--- src/rtl/uart_pkg.sv ---
// uart_pkg: definitions shared by the UART transmitter files.
//   uart_state_e      - transmitter FSM state encoding
//   PARITY_*          - parity_mode field encoding
//   DATA_BITS_*       - data_bits field encoding (value + 5 = data bits)
//   last_bit_index()  - index of the final data bit for a data_bits code
//   parity_of()       - parity bit for a byte under a given frame format
package uart_pkg;

  typedef enum logic [2:0] {
    ST_IDLE   = 3'd0,
    ST_START  = 3'd1,
    ST_DATA   = 3'd2,
    ST_PARITY = 3'd3,
    ST_STOP   = 3'd4
  } uart_state_e;

  localparam logic [1:0] PARITY_NONE     = 2'd0;
  localparam logic [1:0] PARITY_EVEN     = 2'd1;
  localparam logic [1:0] PARITY_ODD      = 2'd2;
  localparam logic [1:0] PARITY_NONE_ALT = 2'd3;

  localparam logic [1:0] DATA_BITS_5 = 2'd0;
  localparam logic [1:0] DATA_BITS_6 = 2'd1;
  localparam logic [1:0] DATA_BITS_7 = 2'd2;
  localparam logic [1:0] DATA_BITS_8 = 2'd3;

  // 5 data bits -> index 4, ... 8 data bits -> index 7.
  function automatic logic [2:0] last_bit_index(input logic [1:0] db);
    return {1'b0, db} + 3'd4;
  endfunction

  // Only the bits actually sent contribute; odd parity is the inverse.
  function automatic logic parity_of(input logic [7:0] data,
                                     input logic [1:0] db,
                                     input logic [1:0] pm);
    logic [7:0] mask;
    mask = 8'hFF >> (2'd3 - db);
    return (^(data & mask)) ^ (pm == PARITY_ODD);
  endfunction

endpackage

--- src/rtl/uart_fifo.sv ---
// uart_fifo: synchronous show-ahead FIFO.
//   clk, rst      - clock, synchronous active-high reset (empties the FIFO)
//   push/push_data- write strobe and data; ignored while full
//   pop           - consume head entry; ignored while empty
//   pop_data      - current head entry (valid while !empty)
//   full, empty   - occupancy flags
//   count         - number of stored entries, 0..DEPTH
// DEPTH must be a power of two so the pointers wrap by plain overflow.
module uart_fifo #(
  parameter int WIDTH = 8,
  parameter int DEPTH = 16
) (
  input  logic                     clk,
  input  logic                     rst,
  input  logic                     push,
  input  logic [WIDTH-1:0]         push_data,
  input  logic                     pop,
  output logic [WIDTH-1:0]         pop_data,
  output logic                     full,
  output logic                     empty,
  output logic [$clog2(DEPTH):0]   count
);

  localparam int AW = $clog2(DEPTH);

  logic [WIDTH-1:0] mem [DEPTH];
  logic [AW-1:0]    wr_ptr;
  logic [AW-1:0]    rd_ptr;
  logic [AW:0]      count_q;
  logic             do_push;
  logic             do_pop;

  assign full     = (count_q == DEPTH[AW:0]);
  assign empty    = (count_q == '0);
  assign count    = count_q;
  assign pop_data = mem[rd_ptr];
  assign do_push  = push && !full;
  assign do_pop   = pop && !empty;

  always_ff @(posedge clk) begin
    if (rst) begin
      wr_ptr  <= '0;
      rd_ptr  <= '0;
      count_q <= '0;
    end else begin
      if (do_push) wr_ptr <= wr_ptr + 1'b1;
      if (do_pop)  rd_ptr <= rd_ptr + 1'b1;
      case ({do_push, do_pop})
        2'b10:   count_q <= count_q + 1'b1;
        2'b01:   count_q <= count_q - 1'b1;
        default: count_q <= count_q;
      endcase
    end
  end

  // Storage needs no reset: entries are only read after being written.
  always_ff @(posedge clk) begin
    if (do_push) mem[wr_ptr] <= push_data;
  end

endmodule

--- src/rtl/uart_tx.sv ---
// uart_tx: buffered UART transmitter.
//   clk, rst     - clock, synchronous active-high reset (aborts frame, empties FIFO)
//   tx_enable    - allow new frames to start (a running frame always completes)
//   baud_div     - bit period minus one, in clk cycles
//   data_bits    - 0..3 = 5..8 data bits
//   parity_mode  - 0 none, 1 even, 2 odd, 3 none
//   stop_bits    - 0 one stop bit, 1 two stop bits
//   wr_data/wr_valid/wr_ready - byte write port into the TX FIFO
//   tx           - registered serial output, idle high
//   busy         - high whenever a frame is in progress
//   fifo_count   - TX FIFO occupancy
//
// Write handshake: a byte is taken on every rising edge where wr_valid and
// wr_ready are both high. wr_ready is simply "FIFO not full" and does not
// look at a pop happening in the same cycle. wr_data must be stable while
// wr_valid is high; wr_valid may be held across several accepted writes.
//
// Frame format and divisor are captured when a byte is popped, so the
// configuration inputs may change freely without corrupting a frame.
module uart_tx
  import uart_pkg::*;
#(
  parameter int FIFO_DEPTH = 16,
  parameter int DIV_WIDTH  = 16
) (
  input  logic                          clk,
  input  logic                          rst,
  input  logic                          tx_enable,
  input  logic [DIV_WIDTH-1:0]          baud_div,
  input  logic [1:0]                    data_bits,
  input  logic [1:0]                    parity_mode,
  input  logic                          stop_bits,
  input  logic [7:0]                    wr_data,
  input  logic                          wr_valid,
  output logic                          wr_ready,
  output logic                          tx,
  output logic                          busy,
  output logic [$clog2(FIFO_DEPTH):0]   fifo_count
);

  logic [7:0]           fifo_rd_data;
  logic                 fifo_full;
  logic                 fifo_empty;
  logic                 pop;

  uart_state_e          state_q;
  logic [DIV_WIDTH-1:0] baud_cnt_q;
  logic [DIV_WIDTH-1:0] div_q;
  logic [7:0]           shift_q;
  logic [2:0]           bit_idx_q;
  logic [2:0]           last_bit_q;
  logic                 par_en_q;
  logic                 par_bit_q;
  logic                 stop2_q;
  logic                 stop_idx_q;
  logic                 tx_q;

  logic                 bit_end;
  logic                 stop_done;

  uart_fifo #(
    .WIDTH (8),
    .DEPTH (FIFO_DEPTH)
  ) u_fifo (
    .clk       (clk),
    .rst       (rst),
    .push      (wr_valid),
    .push_data (wr_data),
    .pop       (pop),
    .pop_data  (fifo_rd_data),
    .full      (fifo_full),
    .empty     (fifo_empty),
    .count     (fifo_count)
  );

  assign wr_ready = !fifo_full;
  assign tx       = tx_q;
  assign busy     = (state_q != ST_IDLE);

  assign bit_end   = (baud_cnt_q == div_q);
  // Last stop period just finished: the point where a following frame may
  // begin without any idle gap.
  assign stop_done = (state_q == ST_STOP) && bit_end && (!stop2_q || stop_idx_q);
  assign pop       = tx_enable && !fifo_empty &&
                     ((state_q == ST_IDLE) || stop_done);

  always_ff @(posedge clk) begin
    if (rst) begin
      state_q    <= ST_IDLE;
      tx_q       <= 1'b1;
      baud_cnt_q <= '0;
      div_q      <= '0;
      shift_q    <= '0;
      bit_idx_q  <= '0;
      last_bit_q <= '0;
      par_en_q   <= 1'b0;
      par_bit_q  <= 1'b0;
      stop2_q    <= 1'b0;
      stop_idx_q <= 1'b0;
    end else begin
      if (state_q == ST_IDLE || bit_end) baud_cnt_q <= '0;
      else                               baud_cnt_q <= baud_cnt_q + 1'b1;

      case (state_q)
        ST_START: begin
          if (bit_end) begin
            state_q   <= ST_DATA;
            tx_q      <= shift_q[0];
            bit_idx_q <= '0;
          end
        end
        ST_DATA: begin
          if (bit_end) begin
            if (bit_idx_q == last_bit_q) begin
              if (par_en_q) begin
                state_q <= ST_PARITY;
                tx_q    <= par_bit_q;
              end else begin
                state_q    <= ST_STOP;
                tx_q       <= 1'b1;
                stop_idx_q <= 1'b0;
              end
            end else begin
              // shift_q[0] is always the bit currently on the line.
              bit_idx_q <= bit_idx_q + 3'd1;
              tx_q      <= shift_q[1];
              shift_q   <= shift_q >> 1;
            end
          end
        end
        ST_PARITY: begin
          if (bit_end) begin
            state_q    <= ST_STOP;
            tx_q       <= 1'b1;
            stop_idx_q <= 1'b0;
          end
        end
        ST_STOP: begin
          if (bit_end) begin
            if (stop2_q && !stop_idx_q) stop_idx_q <= 1'b1;
            else if (!pop)              state_q    <= ST_IDLE;
          end
        end
        default: ;
      endcase

      // Frame start (from IDLE or straight out of STOP): latch the popped
      // byte and the whole frame configuration.
      if (pop) begin
        state_q    <= ST_START;
        tx_q       <= 1'b0;
        shift_q    <= fifo_rd_data;
        div_q      <= baud_div;
        last_bit_q <= last_bit_index(data_bits);
        par_en_q   <= (parity_mode == PARITY_EVEN) || (parity_mode == PARITY_ODD);
        par_bit_q  <= parity_of(fifo_rd_data, data_bits, parity_mode);
        stop2_q    <= stop_bits;
      end
    end
  end

endmodule

--- config.mk ---
export PLATFORM = sky130hd
export DESIGN_NAME = uart_tx
export DESIGN_NICKNAME = d
export VERILOG_FILES = /design/src/rtl/uart_pkg.sv /design/src/rtl/uart_fifo.sv /design/src/rtl/uart_tx.sv
export SDC_FILE = /design/constraint.sdc
export NUM_CORES = 1
export LEC_CHECK = 0
export BUFFER_PORTS_ARGS = -buffer_cell sky130_fd_sc_hd__buf_2
export CAP_MARGIN = 20
export CORE_MARGIN = 5
export CORE_UTILIZATION = 35
export CTS_BUF_LIST = sky130_fd_sc_hd__clkbuf_4 sky130_fd_sc_hd__clkbuf_8
export DETAILED_ROUTE_END_ITERATION = 16
export PLACE_DENSITY = 0.55
export SLEW_MARGIN = 20
export SYNTH_ARGS = -nofsm -noshare
export SYNTH_HDL_FRONTEND = slang
export SYNTH_HIERARCHICAL = 1
export SYNTH_SLANG_ARGS = --single-unit
--- constraint.sdc ---
create_clock -name clk -period 9.2 [get_ports clk]
set_input_delay 0.46 -clock clk [delete_from_list [all_inputs] [get_ports clk]]
set_output_delay 0.46 -clock clk [all_outputs]
set_load 0.05 [all_outputs]
==> Word level (Yosys, flattened, before mapping) <==
Memory sizes are Yosys's and may differ from the RTL's. A register that Yosys moved wholly into a read port is not among the register bits.
Cells that the tools add are included.
{ "word_totals": {"register_bits": 67, "n_memories": 1, "output_inout_bits": 8, "word_cells": 125, "input_bits": 33, "ram_bits": 128} }
{ "classes": {"n_bitwise": 2, "n_eq_ne": 27, "n_mux": 36, "reduce_logical": 35, "add_sub_neg": 8, "n_shift": 1} }
{ "memory_table": {"columns": ["memory", "words", "width", "read_ports", "rd_clocked_by_memory_dff", "write_ports", "line", "source"], "rows": [
  ["u_fifo.mem", 16, 8, 1, 1, 1, "uart_fifo.sv:26", "logic [WIDTH-1:0] mem [DEPTH];"]
]} }
{ "op_table": {"columns": ["op", "count"], "rows": [
  ["$mux 8", 4],
  ["$mux 3", 10],
  ["$reduce_and 7->1", 3],
  ["$ne 3x2->1 const B", 6],
  ["$add 16x1->16 const B", 1],
  ["$eq 16x16->1", 1],
  ["$ne 2x2->1 const B", 8],
  ["$mux 1", 15],
  ["$pmux 3 s4", 1],
  ["$pmux 5 s2", 1],
  ["$add 4x1->4 const B", 2],
  ["$and 8x8->8", 1],
  ["$mux 4", 2],
  ["$reduce_and 4->1", 2],
  ["$reduce_bool 2->1", 4],
  ["$reduce_bool 4->1", 2],
  ["$reduce_xor 8->1", 1],
  ["$shr 8x2->8 const A", 1],
  ["$logic_and 1x1->1", 7],
  ["$eq 3x2->1 const B", 2],
  ["$pmux 1 s3", 2],
  ["$pmux 3 s2", 1],
  ["$reduce_bool 3->1", 2],
  ["$add 5x1->5 const B", 1],
  ["other kinds (19)", 29]
]} }

==> Longest topological paths before layout <==
Gate-level depths: netlist of the first run.
{ "logic_depth": {"depth_word": 8, "depth_mapped": 19, "mapped_depth_nobuf": 15} }

==> Cells and area by module <==
The synthesis of the first run kept the hierarchy.
{ "modules_own_cells": {"columns": ["module", "cells_per_inst", "seq_area_each_um2", "area_per_inst_um2", "n_inst"], "rows": [
  ["uart_fifo", 330, 4184.0, 5891.9, 1],
  ["uart_tx", 276, 1081.0, 2595.0, 1]
]} }

==> Least setup slack after synthesis of the first run <==
Ideal clock, no wire load.
{ "synth_timing": {"kind": "register -> register", "start": "register u_fifo.count_q[1] (netlist: u_fifo/count[1])", "end": "register u_fifo.count_q[4] (netlist: u_fifo/count[4])", "arrival_time_ns": 3.326, "required_time_ns": 9.071, "path_buffers": 5, "setup_ns": 0.129, "synth_period_minus_slack_ns": 3.455, "setup_slack_ns": 5.745, "stages_incl_launch_ff": 19, "cell_sequence": "dfxtp_1 -> buf_6 -> or4_4 -> buf_6 -> nor2_1 -> nor2_1 -> nand2_2 -> inv_2 -> buf_6 -> buf_6 -> o21ai_4 -> inv_1 -> ha_1 -> clkbuf_1 -> xor2_1 -> ha_1 -> o31ai_1 -> o22ai_1 -> nand4bb_1"} }
{ "synth_between": {"elab_chain_cells": 7, "word_cells_on_any_way": 14, "cone_classes": "2 x add/sub; 3 x eq/ne; 1 x mux; 8 x reduce/logical"} }
{ "synth_lines": {"columns": ["item", "line", "source"], "rows": [
  ["start: declaration", "uart_fifo.sv:29", "logic [AW:0] count_q;"],
  ["start signal: assignment", "uart_fifo.sv:49", "2'b10: count_q <= count_q + 1'b1;"],
  ["start signal: assignment", "uart_fifo.sv:50", "2'b01: count_q <= count_q - 1'b1;"],
  ["start signal: assignment", "uart_fifo.sv:51", "default: count_q <= count_q;"],
  ["$logic_not 5->1 (*)", "uart_fifo.sv:34", "assign empty = (count_q == '0);"],
  ["via fifo_empty", "uart_tx.sv:43", "logic fifo_empty;"],
  ["$logic_not 1->1 (*)", "uart_tx.sv:84", "assign pop = tx_enable && !fifo_empty &&"],
  ["$logic_and 1x1->1 (*) (2 in a row)", "uart_tx.sv:84", null],
  ["via pop", "uart_tx.sv:44", "logic pop;"],
  ["$logic_and 1x1->1 (*)", "uart_fifo.sv:38", "assign do_pop = pop && !empty;"],
  ["via u_fifo.do_pop", "uart_fifo.sv:31", "logic do_pop;"],
  ["$eq 2x1->1 or $eq 2x2->1 (tied branches)", "uart_fifo.sv:48", "case ({do_push, do_pop})"],
  ["$pmux 5 s2 or $reduce_bool 2->1 (tied branches)", null, null]
]} }
The timed path passes the listed nets; every way through them passes the cells marked *.
A chain may end at the register's enable or synchronous reset.

==> Final worst setup path of the first run <==
{ "layout_timing": {"start": "register baud_cnt_q[4]", "end": "register u_fifo.count_q[4] (netlist: u_fifo/count[4])"} }
{ "layout_between": {"elab_chain_cells": 8, "word_cells_on_any_way": 10, "cone_classes": "3 x eq/ne; 1 x mux; 6 x reduce/logical"} }
{ "layout_lines": {"columns": ["item", "line", "source"], "rows": [
  ["start: declaration", "uart_tx.sv:47", "logic [DIV_WIDTH-1:0] baud_cnt_q;"],
  ["start signal: assignment", "uart_tx.sv:102", "else baud_cnt_q <= baud_cnt_q + 1'b1;"],
  ["$eq 16x16->1 (*)", "uart_tx.sv:80", "assign bit_end = (baud_cnt_q == div_q);"],
  ["$logic_and 1x1->1 (*) (2 in a row)", "uart_tx.sv:83", "assign stop_done = (state_q == ST_STOP) && bit_end && (!stop2_q || stop_idx_q);"],
  ["$logic_or 1x1->1 (*)", "uart_tx.sv:85", "((state_q == ST_IDLE) || stop_done);"],
  ["$logic_and 1x1->1 (*)", "uart_tx.sv:84", null],
  ["$logic_and 1x1->1 (*)", "uart_fifo.sv:38", null],
  ["via u_fifo.do_pop", "uart_fifo.sv:31", null],
  ["$eq 2x1->1 or $eq 2x2->1 (tied branches)", "uart_fifo.sv:48", null],
  ["$pmux 5 s2 or $reduce_bool 2->1 (tied branches)", null, null]
]} }
Marks and branches as above.

==> results of run 1 <==
-- cell families after synthesis --
family                   Yosys count
AO/OA/AOI/OAI                     64
buffers and inverters             45
XOR/XNOR                          48
multiplexers                      64
flip-flops                       199
AND/OR/NAND/NOR                  175
adder cells (fa/ha/maj)           11
-- cells in the mapped netlist, drive strengths merged, types with 2 or more instances --
| master | instances |
|---|---|
| xor2 | 34 |
| a211oi | 11 |
| o211ai | 3 |
| or3b | 2 |
| edfxtp | 128 |
| xnor2 | 14 |
| o21bai | 2 |
| nor3 | 12 |
| nor2b | 12 |
| nand3b | 2 |
| and3 | 6 |
| mux2i | 32 |
| clkbuf | 16 |
| o21a | 4 |
| nor2 | 77 |
| o21ai | 6 |
| and2 | 3 |
| or4 | 3 |
| inv | 13 |
| mux4 | 32 |
| nand2b | 6 |
| nand4 | 3 |
| a21o | 2 |
| a21oi | 7 |
| nand3 | 8 |
| o2111ai | 2 |
| buf | 15 |
| ha | 11 |
| nor4 | 7 |
| a22oi | 17 |
| nand2 | 27 |
| dfxtp | 71 |
-- layout make-up --
class | count | share of cell area, %
clock buffer | 17 | 2.49
clock inverter | 15 | 2.02
inverter | 14 | 0.559
multi-input combinational | 362 | 31.9
sequential | 199 | 56.1
tap | 324 | 4.31
timing repair buffer | 47 | 2.69
-- placed cells by master, fill, tap and decap left out, drive strengths merged, types with 2 or more instances in the layout --
| cell | count |
|---|---|
| edfxtp | 128 |
| nor2 | 77 |
| dfxtp | 71 |
| buf | 47 |
| xor2 | 34 |
| mux2i | 32 |
| mux4 | 32 |
| nand2 | 27 |
| inv | 25 |
| a22oi | 17 |
| clkbuf | 17 |
| xnor2 | 14 |
| nor2b | 12 |
| nor3 | 12 |
| ha | 11 |
| a211oi | 11 |
| nand3 | 8 |
| a21oi | 7 |
| nor4 | 7 |
| nand2b | 6 |
| and3 | 6 |
| o21ai | 6 |
| clkinv | 4 |
| o21a | 4 |
| and2 | 3 |
| nand4 | 3 |
| or4 | 3 |
| o211ai | 3 |
| o21bai | 2 |
| nand3b | 2 |
| o2111ai | 2 |
| or3b | 2 |
| a21o | 2 |
-- critical path, cell delays in order (launching register included) --
cell and delay (ns):
dfxtp_1 0.46, xor2_1 0.12, nor4_2 0.31, nand4_2 0.29
o21ai_2 0.26, nand2_2 0.14, inv_2 0.11, o21ai_4 0.08
inv_1 0.08, ha_1 0.38, xor2_1 0.12, ha_1 0.24
o31ai_1 0.34, o22ai_1 0.14, nand4bb_1 0.20
-- registers in the layout, indices dropped and copies added, names as in the netlist, named ones only --
register	count
state_q	3
u_fifo/count	5
last_bit_q	3
u_fifo/wr_ptr	4
div_q	16
u_fifo/mem	128
bit_idx_q	3
stop_idx_q	1
par_en_q	1
u_fifo/rd_ptr	4
par_bit_q	1
baud_cnt_q	16
tx	1
stop2_q	1
shift_q	8
-- metal layers --
layer | global-route usage, % | part of all wire, % | up-vias
li1 | - | - | 2322
met1 | 17.0 | 46 | 2466
met2 | 20.4 | 48 | 99
met3 | 2.79 | 4.2 | 17
met4 | 3.91 | 1.4 | 0
met5 | 0 | 0 | -
-- where the power goes --
part / switching [mW] / internal (mW)
Clock: 0.367 / 0.218
Sequential: 0.0764 / 1.04
Combinational: 0.452 / 0.334
Total: 0.896 / 1.59
-- metrics by stage --
step           hold slack [ns]  instance area (µm²)
6_report                 0.221                 9400
5_1_grt                  0.197                 9400
4_1_cts                  0.183                 9400
3_3_place_gp             0.465                 8970
2_1_floorplan            0.447                 8490
3_5_place_dp             0.471                 8970
-- how the worst max path moves through the flow --
stage	slack [ns]	start	cells after the start	end
6_report	5.80	baud_cnt_q[4]$_SDFF_PP0_	14	u_fifo/count[4]$_SDFFE_PP0P_
3_5_place_dp	5.85	baud_cnt_q[5]$_SDFF_PP0_	14	u_fifo/count[4]$_SDFFE_PP0P_
5_1_grt	5.43	baud_cnt_q[0]$_SDFF_PP0_	14	u_fifo/count[4]$_SDFFE_PP0P_
3_3_place_gp	5.94	baud_cnt_q[5]$_SDFF_PP0_	15	u_fifo/count[4]$_SDFFE_PP0P_
4_1_cts	5.79	baud_cnt_q[4]$_SDFF_PP0_	14	u_fifo/count[4]$_SDFFE_PP0P_
2_1_floorplan	5.74	u_fifo/count[1]$_SDFFE_PP0P_	18	u_fifo/count[4]$_SDFFE_PP0P_
==> summary.txt, run 1 <==
STA
  – Final worst-path cycle share: 37.0%
  – Setup TNS: 0 ns
  – Rel. slew slack: 32.1%
  – Slew of the pin with the lowest slew margin: 1.01 ns
  – Min Clock Period, post-route: 3.40 ns
  – Max Freq: 294 MHz
  – Max Slew Vio Count: 0
  – Clk_skew: 0.0239 ns
  – Hold Vio Cnt, Final: 0
  – RSZ-0062 raised after global routing: false
  – # setup viols final: 0
  – PnR worst setup slack: 5.80 ns

Worst hold path
  – Worst hold path type: primary input to register
  – Hold path cells: 3
  – Hold Startpoint: baud_div[3]
  – Sink of the worst hold path: div_q[3]$_SDFFE_PP0P_

Power
  – Design Power: 2.49 mW
  – Cell Pwr Density: 265 nW/µm²
  – Peak supply drop: 0.000104 V
  – Lkg Pwr: 3.29 nW

Synthesis
  – Post-synthesis sequential area ratio: 62.0%
  – Mux cell area share after synthesis: 12.3%
  – Dominant synthesized flop cell: edfxtp_1
  – Largest family of logic cells by synthesized area: multiplexers
  – Mapped Area: 8490 µm²
  – Synthesized instance count: 606
  – Post-synthesis compound-gate area fraction: 6.15%
  – Mean post-synth cell area: 14.0 µm²
  – Post-Synth Simple-Gate Area: 10.3%
  – Post-synthesis xor/xnor area fraction: 4.95%
  – Yosys warns: 6
  – Synth top area cells: edfxtp_1 (45%), dfxtp_1 (17%), mux4_2 (8.5%), mux2i_1 (3.8%), xor2_1 (3.5%)
  – Syn_nets: 650
  – Flops & latches, synth: 199
  – Area leader, netlist: edfxtp_1
  – Yosys cell types: 68
  – Adder-Cell Fraction of Synth Area: 1.62%
  – Number of enable flip-flop cells after synthesis: 128
  – Async set-reset flop share out of synthesis: 0%
  – Top cell type's share of synthesized area: 45.3%

Clock network
  – CTS-repair resized insts: 0
  – Clock buffer depth: 2
  – Postcts setup bufs: 0
  – Hold Buf Count CTS: 0
  – Max H-tree Level: 4
  – Clock root buffer master: clkbuf_8
  – CTS clk-pin slew, worst paths: 0.12 ns
  – CTS sink cnt: 199
  – CTS tree: done
  – TritonCTS Buffers: 17
  – Clk_lat worst skew: 0.48 ns

Placed design
  – Cells after DPL: 946
  – Number of buffers added on ports: 40
  – GP Congestion: 0.761
  – Pre-CTS WS: 5.85 ns
  – DP Wirelength: 11200 µm

Die
  – Core ar.: 24100 µm²
  – Number of cell rows: 57
  – Chip width: 166 µm
  – Die Area: 27500 µm²
  – Initial Util: 35.2%
  – Die H: 166 µm
  – Num ports: 41

Cells and area
  – Post-layout util: 39.0%
  – Fill count: 2318
  – FF/Latch Area: 5270 µm²
  – Non-Filler Instances: 978
  – P&R area growth vs syn: 10.7%
  – Final #Nets: 685
  – Area of the multi-input gates: 2990 µm²
  – Antenna cell count: 0
  – Layout cells sized above 1: 20.5%

Worst setup path
  – Worst EP required: 9.55 ns
  – Reg2reg path depth: 14
  – Critical path class: register to register
  – Critical Path Start Type: register
  – Reg-to-Reg End: u_fifo/count[4]$_SDFFE_PP0P_
  – Crit end category: register
  – Worst r2r src: baud_cnt_q[4]$_SDFF_PP0_
  – R2r setup slk: 5.80 ns
  – Worst endpoint data arrival time: 3.75 ns
  – CP max FO: 12

Job
  – Max-cap violations: 0

GRT
  – Vias in the first global route: 4935
  – Grt total ovfl: 0
  – Antenna violations before repair: 0
  – First-pass GRT wire length: 27500 µm
  – Pin count of the biggest net entering global routing: 59
  – Gr usage total: 12.6%

Detailed routing
  – Vias/cell: 5.01
  – DR pass1 iterations: 4
  – Antenna Nets Post-Route: 0
  – Total number of vias: 4904
  – DRC: 0
  – Initial drt markers: 310
  – Total Routed Length: 17000 µm
  – WL/cell: 17.4 µm

Outcome
  – Status: finished clean
(Power assumes the default switching activity.)
==> inputs of run 2 (changes only) <==
--- a/config.mk
+++ b/config.mk
@@ -11,7 +11,7 @@
 export CORE_UTILIZATION = 35
 export CTS_BUF_LIST = sky130_fd_sc_hd__clkbuf_4 sky130_fd_sc_hd__clkbuf_8
 export DETAILED_ROUTE_END_ITERATION = 16
-export PLACE_DENSITY = 0.55
+export PLACE_DENSITY = 0.57
 export SLEW_MARGIN = 20
 export SYNTH_ARGS = -nofsm -noshare
 export SYNTH_HDL_FRONTEND = slang
==> constraint.sdc (replaced) <==
create_clock -name clk -period 2.85 [get_ports clk]
set_input_delay 0.1425 -clock clk [delete_from_list [all_inputs] [get_ports clk]]
set_output_delay 0.1425 -clock clk [all_outputs]
set_load 0.05 [all_outputs]
==> run 2 against run 1 <==
First-iteration DRC count shrank 4.8%. Count of clock-buffer cells in the layout is the same. Power grew to 3.3 times the previous value. Global-route usage is essentially flat. Sequential share of layout area shrank 3.0 points. Clock skew shrank 0.0048 ns. Final cell count grew 5.4%. Non-clock buffer count grew 54. Register-to-register slack lost 5.7 ns. Sequential power grew to 3.2 times the previous value.
==> summary.txt, run 2 (synthesis gave the netlist of run 1 again) <==
Detailed routing
  – Vias/cell: 4.84 (was 5.01)
  – DR pass1 iterations: 4 (unchanged)
  – Antenna Nets Post-Route: 0 (unchanged)
  – Total number of vias: 4995 (was 4904)
  – DRC: 0 (unchanged)
  – WL/cell: 16.8 µm (was 17.4 µm)
  – Initial drt markers: 295 (was 310)
  – Total Routed Length: 17300 µm (was 17000 µm)

Cells and area
  – Top reg by flops: u_fifo/mem (unchanged)
  – Most common cell after layout, fill and taps aside: edfxtp_1 (unchanged)
  – Post-layout util: 41.2% (was 39.0%)
  – Layout cells sized above 1: 25.5% (was 20.5%)
  – Max reg flops: 128 (unchanged)
  – Largest registers: u_fifo/mem (128), baud_cnt_q (16), div_q (16) (unchanged)
  – Fill count: 2286 (was 2318)
  – Non-Filler Instances: 1031 (was 978)
  – Area of the multi-input gates: 3060 µm² (was 2990 µm²)
  – Final #Nets: 739 (was 685)
  – P&R area growth vs syn: 17.1% (was 10.7%)
  – Antenna cell count: 0 (unchanged)
  – Leading cell types in the layout, fill and taps excluded: edfxtp_1 (128), nor2_1 (77), dfxtp_1 (65) (was edfxtp_1 (128), nor2_1 (77), dfxtp_1 (69))
  – FF/Latch Area: 5280 µm² (was 5270 µm²)

Placed design
  – DP Wirelength: 11300 µm (was 11200 µm)
  – Cells after DPL: 979 (was 946)
  – GP Congestion: 0.797 (was 0.761)
  – Number of buffers added on ports: 40 (unchanged)

GRT
  – Vias in the first global route: 5112 (was 4935)
  – Antenna violations before repair: 0 (unchanged)
  – First-pass GRT wire length: 27700 µm (was 27500 µm)
  – Pin count of the biggest net entering global routing: 39 (was 59)
  – Grt total ovfl: 0 (unchanged)
  – Gr usage total: 12.6% (about the same)

Worst setup path
  – Worst EP required: 3.19 ns (was 9.55 ns)
  – Reg2reg path depth: 15 (was 14)
  – Critical path class: register to register (unchanged)
  – Crit end category: register (unchanged)
  – CP max FO: 6 (was 12)
  – R2r setup slk: 0.06 ns (was 5.80 ns)
  – Stages on the worst setup path: 15 (was 14)
  – Critical Path Start Type: register (unchanged)
  – Worst path buffer plus inverter count: 2 (unchanged)
  – Critical Path Max Stage Delay: 0.35 ns (was 0.46 ns)
  – Worst endpoint data arrival time: 3.13 ns (was 3.75 ns)
  – Crit-path leading delay family: simple AND/OR/NAND/NOR gates (unchanged)
  – CP cell instances: xor2_1 > nor4_2 > nand4_2 > o21ai_2 > nand2_2 > inv_2 > o21ai_4 > inv_2 > ha_4 > xor2_1 > ha_2 > nand2_2 > o21ai_2 > nor3_1 > nand4bb_1 (was xor2_1 > nor4_2 > nand4_2 > o21ai_2 > nand2_2 > inv_2 > o21ai_4 > inv_1 > ha_1 > xor2_1 > ha_1 > o31ai_1 > o22ai_1 > nand4bb_1)
  – Crit-path slowest cell: nor4_2 (was dfxtp_1)

Power
  – Cell Pwr Density: 828 nW/µm² (was 265 nW/µm²)
  – Lkg Pwr: 3.54 nW (was 3.29 nW)
  – Peak supply drop: 0.000339 V (was 0.000104 V)
  – Design Power: 8.22 mW (was 2.49 mW)

STA
  – Final worst-path cycle share: 97.8% (was 37.0%)
  – Max Freq: 359 MHz (was 294 MHz)
  – Rel. slew slack: 37.8% (was 32.1%)
  – Min Clock Period, post-route: 2.79 ns (was 3.40 ns)
  – # setup viols final: 0 (unchanged)
  – Min Hold Slack: 0.0375 ns (was 0.221 ns)
  – Clk_skew: 0.0191 ns (was 0.0239 ns)
  – RSZ-0062 raised after global routing: true (was false)
  – Hold Vio Cnt, Final: 0 (unchanged)
  – Slew of the pin with the lowest slew margin: 0.930 ns (was 1.01 ns)
  – Max Slew Vio Count: 0 (unchanged)

Die
  – Core ar.: 24100 µm² (unchanged)
  – Initial Util: 35.2% (unchanged)
  – Die H: 166 µm (unchanged)
  – Number of cell rows: 57 (unchanged)
  – Die Area: 27500 µm² (unchanged)
  – Chip width: 166 µm (unchanged)
  – Num ports: 41 (unchanged)

Clock network
  – TritonCTS Buffers: 17 (unchanged)
  – Clock buffer depth: 2 (unchanged)
  – CTS tree: done (unchanged)
  – Clock root buffer master: clkbuf_8 (unchanged)
  – Max H-tree Level: 4 (unchanged)
  – CTS clk-pin slew, worst paths: 0.12 ns (about the same)
  – Clk_lat worst skew: 0.47 ns (was 0.48 ns)
  – CTS sink cnt: 199 (unchanged)

Worst hold path
  – Worst hold path type: primary input to register (unchanged)
  – Hold path cells: 1 (was 3)

Job
  – Max-cap violations: 0 (unchanged)

Outcome
  – Status: finished clean (unchanged)
==> run 2: cell count changes in the layout (fill, tap and decap cells not counted), moves of 2 or more <==
cell / previous run / this run
inv_12: 5 / 2
dfxtp_1: 69 / 65
ha_4: 0 / 2
buf_12: 0 / 2
dlygate4sd3_1: 0 / 20
clkinv_8: 2 / 4
dfxtp_2: 2 / 5
clkinv_4: 0 / 4
inv_8: 4 / 2
ha_1: 11 / 8
buf_4: 7 / 39
==> run 2: what timing repair did <==
item / in CTS / in global routing
buffers inserted: 0 / 1
gates resized for setup: 0 / 13
hold buffers: 20 / 0
endpoints found under the hold margin: 20 / 0
setup endpoints to repair: 1 / 2
pin swaps: 2 / 12
==> run 2: worst register-to-register path: cells and delay by family (launching register included) <==
family	cells	cell delay [ns]
AND/OR/NAND/NOR	6	0.90
AO/OA/AOI/OAI	3	0.50
adder cells (fa/ha/maj)	2	0.44
flip-flops	1	0.34
XOR/XNOR	2	0.33
buffers and inverters	2	0.17
==> run 2: layout make-up <==
cell class | count | area share (%)
Multi-Input combinational cell | 362 | 30.8
Tap cell | 324 | 4.08
Clock buffer | 17 | 2.35
Timing Repair Buffer | 101 | 7.38
Clock inverter | 14 | 1.74
Sequential cell | 199 | 53.1
Inverter | 14 | 0.529
==> run 2: final timing paths <==
path	start	to
min reg2reg	last_bit_q[2]$_SDFFE_PP0P_	last_bit_q[2]$_SDFFE_PP0P_
max reg2reg	div_q[5]$_SDFFE_PP0P_	u_fifo/count[4]$_SDFFE_PP0P_
min	wr_data[4]	u_fifo/mem[15][4]$_DFFE_PP_
max	div_q[5]$_SDFFE_PP0P_	u_fifo/count[4]$_SDFFE_PP0P_
==> run 2: routing by layer <==
| metal | share of wire (%) | routed length [µm] | GRT usage (%) |
|---|---|---|---|
| met5 | 0 | 0 | 0 |
| met4 | 1.0 | 178 | 3.37 |
| met3 | 2.9 | 503 | 2.69 |
| met2 | 49 | 8420 | 20.6 |
| met1 | 47 | 8230 | 17.1 |
==> run 2: report_power, final <==
| part | internal [mW] | total (mW) | switching, mW |
|---|---|---|---|
| clock | 0.673 | 1.79 | 1.12 |
| combinational | 1.29 | 2.85 | 1.56 |
| sequential | 3.36 | 3.58 | 0.211 |
| total | 5.33 | 8.22 | 2.90 |
==> run 2: through the flow <==
step / cell area [µm²] / worst slack [ns] / setup TNS [ns]
floorplan: 8520 / -0.290 / -0.661
global placement: 9260 / 0.0390 / 0
detailed placement: 9260 / 0.0372 / 0
CTS: 9860 / 0.0110 / 0
global route: 9940 / -0.0740 / -0.0740
finish: 9940 / 0.0623 / 0
==> inputs of run 3 (changes only) <==
--- a/config.mk
+++ b/config.mk
@@ -11,6 +11,7 @@
 export CORE_UTILIZATION = 35
 export CTS_BUF_LIST = sky130_fd_sc_hd__clkbuf_4 sky130_fd_sc_hd__clkbuf_8
 export DETAILED_ROUTE_END_ITERATION = 16
+export HOLD_SLACK_MARGIN = 0.08
 export PLACE_DENSITY = 0.57
 export SLEW_MARGIN = 20
 export SYNTH_ARGS = -nofsm -noshare
==> run 3 against run 2 <==
Final cell count is 0.97% higher. Critical endpoint unchanged. Global-route usage rose by 0.051 points. Largest cell class unchanged. Routed wire length is 0.29% higher. Largest power group unchanged. Register-to-register slack about the same.
==> summary.txt, run 3 (synthesis gave the netlist of run 1 again) <==
Cells and area
  – Layout cells sized above 1: 25.1% (was 25.5%)
  – Most common cell after layout, fill and taps aside: edfxtp_1 (unchanged)
  – Post-layout util: 41.6% (was 41.2%)
  – Largest registers: u_fifo/mem (128), baud_cnt_q (16), div_q (16) (unchanged)
  – FF/Latch Area: 5280 µm² (unchanged)
  – Final #Nets: 749 (was 739)
  – Design Area, Final: 10000 µm² (was 9940 µm²)
  – Area of the multi-input gates: 3060 µm² (unchanged)
  – P&R area growth vs syn: 18.3% (was 17.1%)
  – Max reg flops: 128 (unchanged)
  – Fill count: 2279 (was 2286)
  – Top reg by flops: u_fifo/mem (unchanged)
  – Non-Filler Instances: 1041 (was 1031)
  – Antenna cell count: 0 (unchanged)
  – Leading cell types in the layout, fill and taps excluded: edfxtp_1 (128), nor2_1 (77), dfxtp_1 (65) (unchanged)

Power
  – Cell Pwr Density: 820 nW/µm² (was 828 nW/µm²)
  – Lkg Pwr: 3.59 nW (was 3.54 nW)
  – Peak supply drop: 0.000339 V (about the same)

Die
  – Die Area: 27500 µm² (unchanged)
  – Core ar.: 24100 µm² (unchanged)
  – Die H: 166 µm (unchanged)
  – Number of cell rows: 57 (unchanged)
  – Num ports: 41 (unchanged)
  – Chip width: 166 µm (unchanged)
  – Initial Util: 35.2% (unchanged)

Worst setup path
  – Crit end category: register (unchanged)
  – Critical path class: register to register (unchanged)
  – Crit-path slowest cell: nor4_2 (unchanged)
  – Critical Path Start Type: register (unchanged)
  – Worst endpoint data arrival time: 3.14 ns (was 3.13 ns)
  – Crit-path leading delay family: simple AND/OR/NAND/NOR gates (unchanged)
  – CP cell instances: xor2_1 > nor4_2 > nand4_2 > o21ai_2 > nand2_2 > inv_2 > o21ai_4 > inv_2 > ha_4 > xor2_1 > ha_2 > nand2_2 > o21ai_2 > nor3_1 > nand4bb_1 (unchanged)
  – Critical Path Max Stage Delay: 0.35 ns (about the same)
  – Worst EP required: 3.20 ns (was 3.19 ns)
  – CP max FO: 6 (unchanged)
  – Worst path buffer plus inverter count: 2 (unchanged)

STA
  – Slew of the pin with the lowest slew margin: 0.937 ns (was 0.930 ns)
  – Setup TNS: 0 ns (unchanged)
  – Min Clock Period, post-route: 2.79 ns (about the same)
  – Max Freq: 359 MHz (about the same)
  – # setup viols final: 0 (unchanged)
  – Final worst-path cycle share: 97.8% (about the same)
  – RSZ-0062 raised after global routing: true (unchanged)
  – Clk_skew: 0.0170 ns (was 0.0191 ns)
  – Rel. slew slack: 37.3% (was 37.8%)
  – Hold Vio Cnt, Final: 0 (unchanged)
  – Max Slew Vio Count: 0 (unchanged)

GRT
  – First-pass GRT wire length: 27800 µm (was 27700 µm)
  – Grt total ovfl: 0 (unchanged)
  – Global routing met3 resource utilization: 2.65% (was 2.69%)
  – Pin count of the biggest net entering global routing: 39 (unchanged)
  – Gr usage total: 12.6% (about the same)
  – Met1 usage: 17.2% (was 17.1%)
  – Global route hottest layer: met2 (unchanged)
  – Met2 GRT Util: 20.7% (was 20.6%)
  – Antenna violations before repair: 0 (unchanged)
  – Vias in the first global route: 5153 (was 5112)

Detailed routing
  – DRC: 0 (unchanged)
  – Total Routed Length: 17400 µm (was 17300 µm)
  – Initial drt markers: 260 (was 295)
  – Total number of vias: 5060 (was 4995)
  – Vias/cell: 4.86 (was 4.84)
  – Antenna Nets Post-Route: 0 (unchanged)
  – DR pass1 iterations: 4 (unchanged)
  – WL/cell: 16.7 µm (was 16.8 µm)

Clock network
  – Max H-tree Level: 4 (unchanged)
  – CTS tree: done (unchanged)
  – TritonCTS Buffers: 17 (unchanged)
  – CTS clk-pin slew, worst paths: 0.11 ns (was 0.12 ns)
  – CTS sink cnt: 199 (unchanged)
  – Clock buffer depth: 2 (unchanged)
  – Clock root buffer master: clkbuf_8 (unchanged)
  – Clk_lat worst skew: 0.47 ns (about the same)

Outcome
  – Status: finished clean (unchanged)

Worst hold path
  – Worst hold path type: primary input to register (unchanged)

Placed design
  – Cells after DPL: 979 (unchanged)
  – Number of buffers added on ports: 40 (unchanged)
  – DP Wirelength: 11300 µm (unchanged)
  – Post-DP Area: 9260 µm² (unchanged)
  – GP Congestion: 0.797 (unchanged)

Job
  – Max-cap violations: 0 (unchanged)
==> run 3: cell types whose count changed in the layout (fill, tap and decap cells not counted) <==
cell,previous run,this run
dlygate4sd3_1,20,30
==> run 3: power breakdown <==
part | switching (mW) | internal (mW) | total, mW
clock | 1.12 | 0.672 | 1.79
combinational | 1.56 | 1.30 | 2.86
sequential | 0.211 | 3.36 | 3.58
total | 2.90 | 5.34 | 8.23
==> run 3: final timing paths <==
kind,from,endpoint,slack [ns],cells after the start
setup / recovery,div_q[5]$_SDFFE_PP0P_,u_fifo/count[4]$_SDFFE_PP0P_,0.06,15
hold / removal,rst,div_q[5]$_SDFFE_PP0P_,0.16,2
setup reg to reg,div_q[5]$_SDFFE_PP0P_,u_fifo/count[4]$_SDFFE_PP0P_,0.06,15
hold reg to reg,last_bit_q[2]$_SDFFE_PP0P_,last_bit_q[2]$_SDFFE_PP0P_,0.51,2
==> run 3: metrics by stage <==
step	hold slack [ns]	power [mW]	setup WS, ns
final	0.155	8.23	0.0625
after global routing	0.157	8.72	-0.0740
after CTS	0.139	8.26	0.0110
after detailed placement	0.392	6.42	0.0372
after global placement	0.382	6.37	0.0390
after floorplan	0.241	5.86	-0.290
==> run 3: final cells by class <==
class	count	area share (%)
well taps	324	4.04
clock buffers	17	2.33
repair buffers	111	8.30
flip-flops and latches	199	52.6
clock inverters	14	1.72
inverters	14	0.524
multi-input cells	362	30.5
==> run 3: what timing repair did <==
item / in CTS / in global routing
endpoints found under the setup margin: 1 / 2
hold endpoints to repair: 150 / 0
pin swaps: 2 / 12
buffers inserted: 0 / 1
resized for setup: 0 / 13
hold buffers: 30 / 0
==> run 3: per-layer routing <==
| layer | wire length (µm) | part of all wire [%] |
|---|---|---|
| met1 | 8120 | 47 |
| met5 | 0 | 0 |
| met4 | 210 | 1.2 |
| met2 | 8400 | 48 |
| met3 | 645 | 3.7 |
